$ cat config.mk
export PLATFORM = sky130hd
export DESIGN_NAME = frame_buf_scheduler
export DESIGN_NICKNAME = d
export VERILOG_FILES = /design/src/rtl/frame_buf_scheduler.sv
export SDC_FILE = /design/constraint.sdc
export NUM_CORES = 1
export LEC_CHECK = 0
export CORE_ASPECT_RATIO = 0.75
export CORE_MARGIN = 10
export CORE_UTILIZATION = 55
export CTS_BUF_LIST = sky130_fd_sc_hd__clkbuf_16
export CTS_CLUSTER_DIAMETER = 200
export DETAILED_ROUTE_END_ITERATION = 10
export GPL_TIMING_DRIVEN = 0
export PLACE_DENSITY = 0.81
export SYNTH_ARGS = -nofsm -noshare
export SYNTH_HDL_FRONTEND = slang
export SYNTH_SLANG_ARGS = --single-unit
$ cat constraint.sdc
create_clock -name M_AXI_ACLK -period 8.3 [get_ports M_AXI_ACLK]
set_input_delay 1.245 -clock M_AXI_ACLK [delete_from_list [all_inputs] [get_ports M_AXI_ACLK]]
set_output_delay 1.245 -clock M_AXI_ACLK [all_outputs]
set_load 0.03 [all_outputs]
$ cat src/rtl/frame_buf_scheduler.sv
// Frame buffer scheduler: rotates a stream writer across C_BUF_NUM frame
// buffers while letting a reader pin the most recently completed frame.
//
// Ports:
//   M_AXI_ACLK, M_AXI_ARESETN  clock, asynchronous active-low reset
//   enable                     level request to run the writer
//   buf_base, buf_stride       address of buffer 0 and byte distance between buffers
//   soft_reset                 held high to the writer while idle
//   resetting                  writer still busy flushing
//   frame_pulse                writer start-of-frame; base_addr valid next cycle
//   base_addr, wr_idx          buffer the writer fills
//   rd_req, rd_release         reader acquire / release pulses
//   rd_idx, rd_valid           buffer granted to the reader; a completed frame exists
//   frame_cnt, running         completed-frame count; scheduler in RUN
module frame_buf_scheduler #(
  parameter int unsigned C_M_AXI_ADDR_WIDTH = 32,
  parameter int unsigned C_BUF_NUM          = 3,
  parameter int unsigned C_CNT_BITS         = 16
) (
  input  logic                          M_AXI_ACLK,
  input  logic                          M_AXI_ARESETN,
  input  logic                          enable,
  input  logic [C_M_AXI_ADDR_WIDTH-1:0] buf_base,
  input  logic [C_M_AXI_ADDR_WIDTH-1:0] buf_stride,
  output logic                          soft_reset,
  input  logic                          resetting,
  input  logic                          frame_pulse,
  output logic [C_M_AXI_ADDR_WIDTH-1:0] base_addr,
  output logic [1:0]                    wr_idx,
  input  logic                          rd_req,
  input  logic                          rd_release,
  output logic [1:0]                    rd_idx,
  output logic                          rd_valid,
  output logic [C_CNT_BITS-1:0]         frame_cnt,
  output logic                          running
);

  localparam int unsigned AW = C_M_AXI_ADDR_WIDTH;

  typedef enum logic [1:0] {
    ST_IDLE  = 2'd0,
    ST_FLUSH = 2'd1,
    ST_RUN   = 2'd2
  } state_t;

  state_t              state;
  state_t              state_nxt;
  logic [1:0]          latest;
  logic                rd_lock;
  logic                wr_active;

  logic [1:0]          latest_nxt;
  logic                rd_lock_nxt;
  logic                wr_active_nxt;
  logic                rd_valid_nxt;
  logic [1:0]          rd_idx_nxt;
  logic [1:0]          wr_idx_nxt;
  logic [AW-1:0]       base_nxt;
  logic [C_CNT_BITS-1:0] cnt_nxt;
  logic [1:0]          pick;

  // Lowest buffer that is neither the published frame nor the reader's pinned
  // buffer; falls back to the current buffer when none is free.
  function automatic logic [1:0] pick_free(
    input logic       ex_a_en,
    input logic [1:0] ex_a,
    input logic       ex_b_en,
    input logic [1:0] ex_b,
    input logic [1:0] keep
  );
    logic [1:0] sel;
    logic       found;
    sel   = keep;
    found = 1'b0;
    for (int unsigned i = 0; i < C_BUF_NUM; i++) begin
      if (!found && !(ex_a_en && ex_a == 2'(i)) && !(ex_b_en && ex_b == 2'(i))) begin
        sel   = 2'(i);
        found = 1'b1;
      end
    end
    return sel;
  endfunction

  function automatic logic [AW-1:0] addr_of(input logic [1:0] idx);
    return buf_base + AW'(idx) * buf_stride;
  endfunction

  // State register
  always_ff @(posedge M_AXI_ACLK or negedge M_AXI_ARESETN) begin
    if (!M_AXI_ARESETN) state <= ST_IDLE;
    else                state <= state_nxt;
  end

  // Next-state and buffer bookkeeping
  always_comb begin
    state_nxt     = state;
    latest_nxt    = latest;
    rd_lock_nxt   = rd_lock;
    wr_active_nxt = wr_active;
    rd_valid_nxt  = rd_valid;
    rd_idx_nxt    = rd_idx;
    wr_idx_nxt    = wr_idx;
    base_nxt      = base_addr;
    cnt_nxt       = frame_cnt;
    pick          = wr_idx;

    // Reader acquire beats release; the grant uses the pre-commit frame.
    if (rd_req && rd_valid) begin
      rd_idx_nxt  = latest;
      rd_lock_nxt = 1'b1;
    end else if (rd_release) begin
      rd_lock_nxt = 1'b0;
    end

    case (state)
      ST_IDLE: begin
        if (enable) state_nxt = ST_FLUSH;
      end
      ST_FLUSH: begin
        if (!enable) begin
          state_nxt = ST_IDLE;
        end else if (!resetting) begin
          state_nxt     = ST_RUN;
          wr_active_nxt = 1'b0;
          pick          = pick_free(rd_valid, latest, rd_lock_nxt, rd_idx_nxt, wr_idx);
          wr_idx_nxt    = pick;
          base_nxt      = addr_of(pick);
        end
      end
      ST_RUN: begin
        if (!enable) begin
          state_nxt     = ST_IDLE;
          rd_valid_nxt  = 1'b0;
          wr_active_nxt = 1'b0;
        end else if (frame_pulse) begin
          // A pulse closes the frame in progress (if any) and opens the next.
          if (wr_active) begin
            latest_nxt   = wr_idx;
            rd_valid_nxt = 1'b1;
            cnt_nxt      = frame_cnt + C_CNT_BITS'(1);
          end
          wr_active_nxt = 1'b1;
          pick          = pick_free(rd_valid_nxt, latest_nxt, rd_lock_nxt, rd_idx_nxt, wr_idx);
          wr_idx_nxt    = pick;
          base_nxt      = addr_of(pick);
        end
      end
      default: state_nxt = ST_IDLE;
    endcase
  end

  // Registered datapath and outputs
  always_ff @(posedge M_AXI_ACLK or negedge M_AXI_ARESETN) begin
    if (!M_AXI_ARESETN) begin
      soft_reset <= 1'b1;
      running    <= 1'b0;
      base_addr  <= '0;
      wr_idx     <= '0;
      rd_idx     <= '0;
      rd_valid   <= 1'b0;
      rd_lock    <= 1'b0;
      wr_active  <= 1'b0;
      latest     <= '0;
      frame_cnt  <= '0;
    end else begin
      soft_reset <= (state_nxt == ST_IDLE);
      running    <= (state_nxt == ST_RUN);
      base_addr  <= base_nxt;
      wr_idx     <= wr_idx_nxt;
      rd_idx     <= rd_idx_nxt;
      rd_valid   <= rd_valid_nxt;
      rd_lock    <= rd_lock_nxt;
      wr_active  <= wr_active_nxt;
      latest     <= latest_nxt;
      frame_cnt  <= cnt_nxt;
    end
  end

endmodule

After elaboration in Yosys (flattened, before gate mapping). Cells that the tools add are included.

Register bits: 61. Bits in latches: 0. Bits in writable memories: 0. ROM bits: 0. Bits of input ports: 71. Output and inout port bits: 55. Word-level logic and storage cells: 136. Memories: 0.

Add/subtract/negate cells: 3. Multipliers: 2. Div/mod/pow operators: 0. Magnitude comparators: 0. Equal/unequal tests: 15. Shift operators: 0. Muxes and demuxes: 61. Bitwise gates (word level): 0. Reduce and logical (&&, ||, !) cells: 44.

Operator list (count): $mux 32 (4); $add 32x32->32 (2); $mul 2x32->32 (2); $pmux 32 s2 (1); $mux 2 (25); $mux 1 (28); $logic_and 1x1->1 (20); $add 16x1->16 const B (1); $logic_not 1->1 (13); $eq 2x2->1 const B (5); $logic_not 2->1 (5); $eq 2x1->1 const B (4); $ne 2x2->1 const B (4); $reduce_and 4->1 (2); $pmux 2 s3 (1); $reduce_and 5->1 (1); $pmux 2 s2 (1); $ne 3x3->1 const B (1); $reduce_and 3->1 (1); $ne 2x1->1 const B (1); $pmux 1 s2 (1); $reduce_and 2->1 (1); $reduce_bool 2->1 (1).

Logic depth before layout (Yosys ltp).
Depth after elaboration: 31. Depth in mapped cells: 21. Depth with buffers taken out: 20.

Worst setup path before layout. Ideal clock, no wire load.

Kind: in2reg. From: input port rd_release. To: register base_addr[27]. Library setup time: 125 ps. Arrival time: 5078 ps. Data required time: 8175 ps. Slack: 3097 ps. Stages: 20. Buffers on the path: 1. Path through: nand2b_1 a211oi_2 o221ai_1 nor2_1 clkbuf_1 nand2_1 fa_1 inv_1 ha_1 inv_1 fa_1 nand2b_1 a21oi_1 a211oi_2 o31ai_4 a2111oi_4 o31ai_1 xnor2_1 a2bb2oi_1 o21ai_1.

Longest elaborated chain between the ends: 28. Elaborated cells on any way between the ends: 59. Classes of those cells: add/sub (2); mul (2); mux (35); reduce/logical (20).

RTL lines: start, declared (line 31) `input logic rd_release,`; $mux 1 (*) (line 111) `end else if (rd_release) begin`; $mux 1 (*) (line 108) `if (rd_req && rd_valid) begin`; $logic_and 1x1->1 (line 76) `if (!found && !(ex_a_en && ex_a == 2'(i)) && !(ex_b_en && ex_b == 2'(i))) begin`; $logic_not 1->1 (line 76); $logic_and 1x1->1 (line 76); $mux 1 (line 76); $mux 1, on equally long branches (line 135, 122); $mux 1, on equally long branches (line 131, 120); (+12 left out); $mux 2, on equally long branches (line 135, 122); $mux 2, on equally long branches (line 131, 120); $mux 2 (line 115) `case (state)`; $mul 2x32->32 (line 85) `return buf_base + AW'(idx) * buf_stride;`; $add 32x32->32 (line 85); $mux 32, on equally long branches (line 135, 122); $mux 32, on equally long branches (line 131, 120); $pmux 32 s2 (*) (line 115); end signal, assigned (line 168) `base_addr <= base_nxt;`; end, declared (line 28) `output logic [C_M_AXI_ADDR_WIDTH-1:0] base_addr,`.

Every way passes the cells marked *; elsewhere a longest branch is shown, timed or not. The select of a mux whose other input is x is not followed. A chain may end at the register's enable or synchronous reset.

Worst setup path after layout.
From: input port rd_req. To: register base_addr[29].

Longest elaborated chain between the ends: 29. Elaborated cells on any way between the ends: 63. Classes of those cells: add/sub (2); mul (2); eq/ne (2); mux (35); reduce/logical (22).

RTL lines: start, declared (line 30) `input logic rd_req,`; $logic_and 1x1->1 (*) (line 108); $mux 2 (line 108); $logic_not 2->1 (line 76); $logic_and 1x1->1 (line 76); $logic_not 1->1 (line 76); $logic_and 1x1->1 (line 76); $mux 1 (line 76); $mux 1, on equally long branches (line 135, 122); (+13 left out); $mux 2, on equally long branches (line 135, 122); $mux 2, on equally long branches (line 131, 120); $mux 2 (line 115); $mul 2x32->32 (line 85); $add 32x32->32 (line 85); $mux 32, on equally long branches (line 135, 122); $mux 32, on equally long branches (line 131, 120); $pmux 32 s2 (*) (line 115).

Marked as above.

==> summary.md <==
| Metric | Value |
|---|---|
| Sink Count | 61 |
| Core ar. | 14400 um^2 |
| First-pass GRT wire length | 37700 um |
| Layout Nets | 1366 |
| Max-slew violations | 0 |
| Yosys cell types | 63 |
| Number of synthesized flops with an enable pin | 0 |
| Hold slack | 476 ps |
| CP max FO | 10 |
| CTS Buf Count | 9 |
| Post-CTS Resized | 0 |
| Vias per cell | 5.62 |
| Syn Std Cell Area | 8060 um^2 |
| Fillcell total | 1249 |
| Ports | 126 |
| Yosys Warn Count | 0 |
| Fraction of layout cells with a size suffix above 1 | 0.0374 |
| TNS Setup | 0 ps |
| Reg power frac | 0.230 |
| Fin. Hold Viols | 0 |
| Worst Max-Slew Pin Slew | 797 ps |
| Total GRT Usage | 0.226 |
| Vias in the first global route | 7444 |
| Max_slew headroom | 0.469 |
| Async S/R FF share, synth | 1.00 |
| WP data arrival | 6920 ps |
| Initial core utilization | 0.559 |
| Number of synthesized register bits | 61 |
| Antenna Cells | 0 |
| RSZ-0062 raised after global routing | no |
| Fmax | 149 MHz |
| Row count | 38 |
| Die X | 160 um |
| Area of the multi-input gates | 5770 um^2 |
| Fin crit period | 6700 ps |
| Initial antenna violation count | 0 |
| Final WL | 22900 um |
| Initial DRC count | 692 |
| Worst Hold Class | flop to flop |
| DRC | 0 |
| Pre-antenna DRT Iters | 5 |
| Status | completed |
| Cts hold-fix bufs | 0 |
| Largest net degree at the start of global routing | 62 |
| Clk slew on worst S/H paths | 60 ps |
| Worst setup SP type | primary input |
| PwrDens | 189 nW/um^2 |
| Cells after synthesis | 1035 |
| Register area | 1530 um^2 |
| Final HPWL DP | 18200 um |
| Leakage | 4.93 nW |
| Crit path kind | primary input to flop |
| Drt wl/cell | 16.7 um |
| Max Cap Viol | 0 |
| Clk_lat worst skew | 340 ps |
| Synthesized net count | 1231 |
| Clock share of power | 0.196 |
| CTS tree | yes |
| Synthesized area per cell | 7.79 um^2 |
| DRT antenna net count | 0 |
| Pint | 996 uW |
| Setup crit end kind | flop |
| Final Wtd Congestion | 0.942 |
| Seq/Total Area, Yosys | 0.190 |
| Comb power frac | 0.574 |
| Area Growth Syn to Fin | 21.9% |
| Clock Skews | 7.54 ps |
| Setup violators final | 0 |
| Psw | 859 uW |
| Sw Share | 0.463 |
| Die area | 19900 um^2 |
| Htree depth | 3 |
| CTS max path bufs | 2 |
| Vias | 7729 |
| Crit share post-route | 0.807 |
| Grt ovf | 0 |
| Ys flop type | dfrtp_1 |
| Required @ worst endpoint | 8520 ps |
| Worst VDD drop | 0.000119 V |
| Height of the die | 125 um |
| Post-CTS Setup Bufs | 0 |
| Port bufs | 124 |
| Root Driver | clkbuf_16 |
| Reg2reg setup slack | 2630 ps |
-- metrics by stage --
| stage | util | total power, mW | worst slack (ps) | instances | instance area, um^2 |
|---|---|---|---|---|---|
| after global placement | 0.663 | 1.47 | 1510 | 1359 | 9550 |
| after detailed placement | 0.663 | 1.48 | 1400 | 1359 | 9550 |
| final | 0.682 | 1.86 | 1600 | 1375 | 9820 |
| after CTS | 0.682 | 1.85 | 1710 | 1375 | 9820 |
| after global routing | 0.682 | 1.98 | 1320 | 1375 | 9820 |
| after floorplan | - | 1.12 | 3100 | 1035 | 8060 |
-- path summary, 6_finish.rpt --
kind                                    start             to  depth (start not counted)
worst max-delay path                   rd_req  base_addr[29]                         19
worst min-delay path            frame_cnt[15]  frame_cnt[15]                          1
worst max register to register       rd_valid  base_addr[29]                         18
worst min register to register  frame_cnt[15]  frame_cnt[15]                          1
max in group asynchronous       M_AXI_ARESETN  base_addr[30]                          1
min in group asynchronous       M_AXI_ARESETN   base_addr[3]                          1
-- cells in the mapped netlist (all sizes together) (5+ instances only) --
master / number / share of area
nand2: 202 / 0.094
inv: 167 / 0.078
a21oi: 71 / 0.045
ha: 63 / 0.098
fa: 62 / 0.15
dfrtp: 60 / 0.19
o21ai: 55 / 0.034
nor2: 43 / 0.020
xnor2: 37 / 0.040
xor2: 31 / 0.034
clkbuf: 27 / 0.013
a21o: 25 / 0.023
a31oi: 19 / 0.016
nand3: 19 / 0.012
and3: 13 / 0.010
nand2b: 12 / 0.0093
nand4: 10 / 0.0096
a211oi: 9 / 0.0096
o21a: 8 / 0.0075
buf: 7 / 0.0048
o211ai: 7 / 0.0071
a22oi: 6 / 0.0056
and2: 6 / 0.0047
and4: 6 / 0.0065
nor3: 6 / 0.0037
o21bai: 6 / 0.0056
mux2i: 5 / 0.0062
nor2b: 5 / 0.0039
o31ai: 5 / 0.0076
-- layout by cell type, fill, tap and decap left out, types with 6 or more instances in the layout --
cell type,synthesis,layout
a22oi_1,6,6
a21oi_1,70,70
nand4_1,9,9
clkdlybuf4s50_1,0,123
o21a_1,8,8
o21ai_0,45,45
and4_1,6,6
nor3_1,6,6
inv_1,167,167
and2_1,6,6
o21ai_1,10,10
xnor2_1,37,37
a21o_1,25,25
a211oi_1,7,7
nand2b_1,12,12
clkbuf_1,27,27
xor2_1,31,31
o211ai_1,6,6
nand2_1,202,202
o21bai_1,6,6
nor2_1,42,42
fa_1,62,62
clkbuf_16,0,9
ha_1,63,63
nand3_1,19,19
a31oi_1,18,18
and3_1,13,13
dfrtp_1,60,60
-- worst max-delay path, cell delays in order --
cell and delay, ps:
clkdlybuf4s50_1 620, nand2_1 180, a211oi_2 410, nor2_1 100, nor4_2 550, clkbuf_1 580, nand2_1 150, fa_1 520
inv_1 50, ha_1 360, a21o_1 200, a211o_1 260, o21ai_1 290, nand3b_1 180, a21oi_2 320, o21ai_1 190
o41ai_1 430, o32a_1 200, nand3_1 60
-- sequential cells by signal, indices dropped and copies added (netlist names) --
name / cells
rd_idx: 2
rd_lock: 1
running: 1
state: 2
frame_cnt: 16
wr_idx: 2
rd_valid: 1
wr_active: 1
soft_reset: 1
base_addr: 32
latest: 2
-- per-layer routing --
layer  wire length [um]  global-route usage
met4                388              0.0523
met3               1730              0.0390
met5                  0                   0
met1              10700               0.322
met2              10100               0.348
-- area by class of cell --
cell class	count	share of cell area
clock inverter	7	0.00497
tap	200	0.0255
clock buffer	9	0.0229
inverter	167	0.0638
timing repair buffer	124	0.126
sequential	61	0.156
multi-input combinational	773	0.587
buffer	34	0.0143
-- cells by family after synthesis --
kind of cell,count (synthesis),share of synthesized area
AND/OR/NAND/NOR,336,0.189
AO/OA/AOI/OAI,236,0.190
buffers and inverters,201,0.0952
adder cells (fa/ha/maj),125,0.252
XOR/XNOR,68,0.0739
flip-flops,61,0.190
multiplexers,8,0.0104
-- power by group through the flow --
| stage | sequential (mW) | combinational, mW | clock [mW] |
|---|---|---|---|
| final | 0.426 | 1.06 | 0.364 |
| after global routing | 0.434 | 1.17 | 0.376 |
| after CTS | 0.426 | 1.06 | 0.360 |
| after detailed placement | 0.430 | 1.05 | 0 |
| after global placement | 0.429 | 1.04 | 0 |
| after floorplan | 0.545 | 0.570 | 0 |
(Power assumes the default switching activity.)
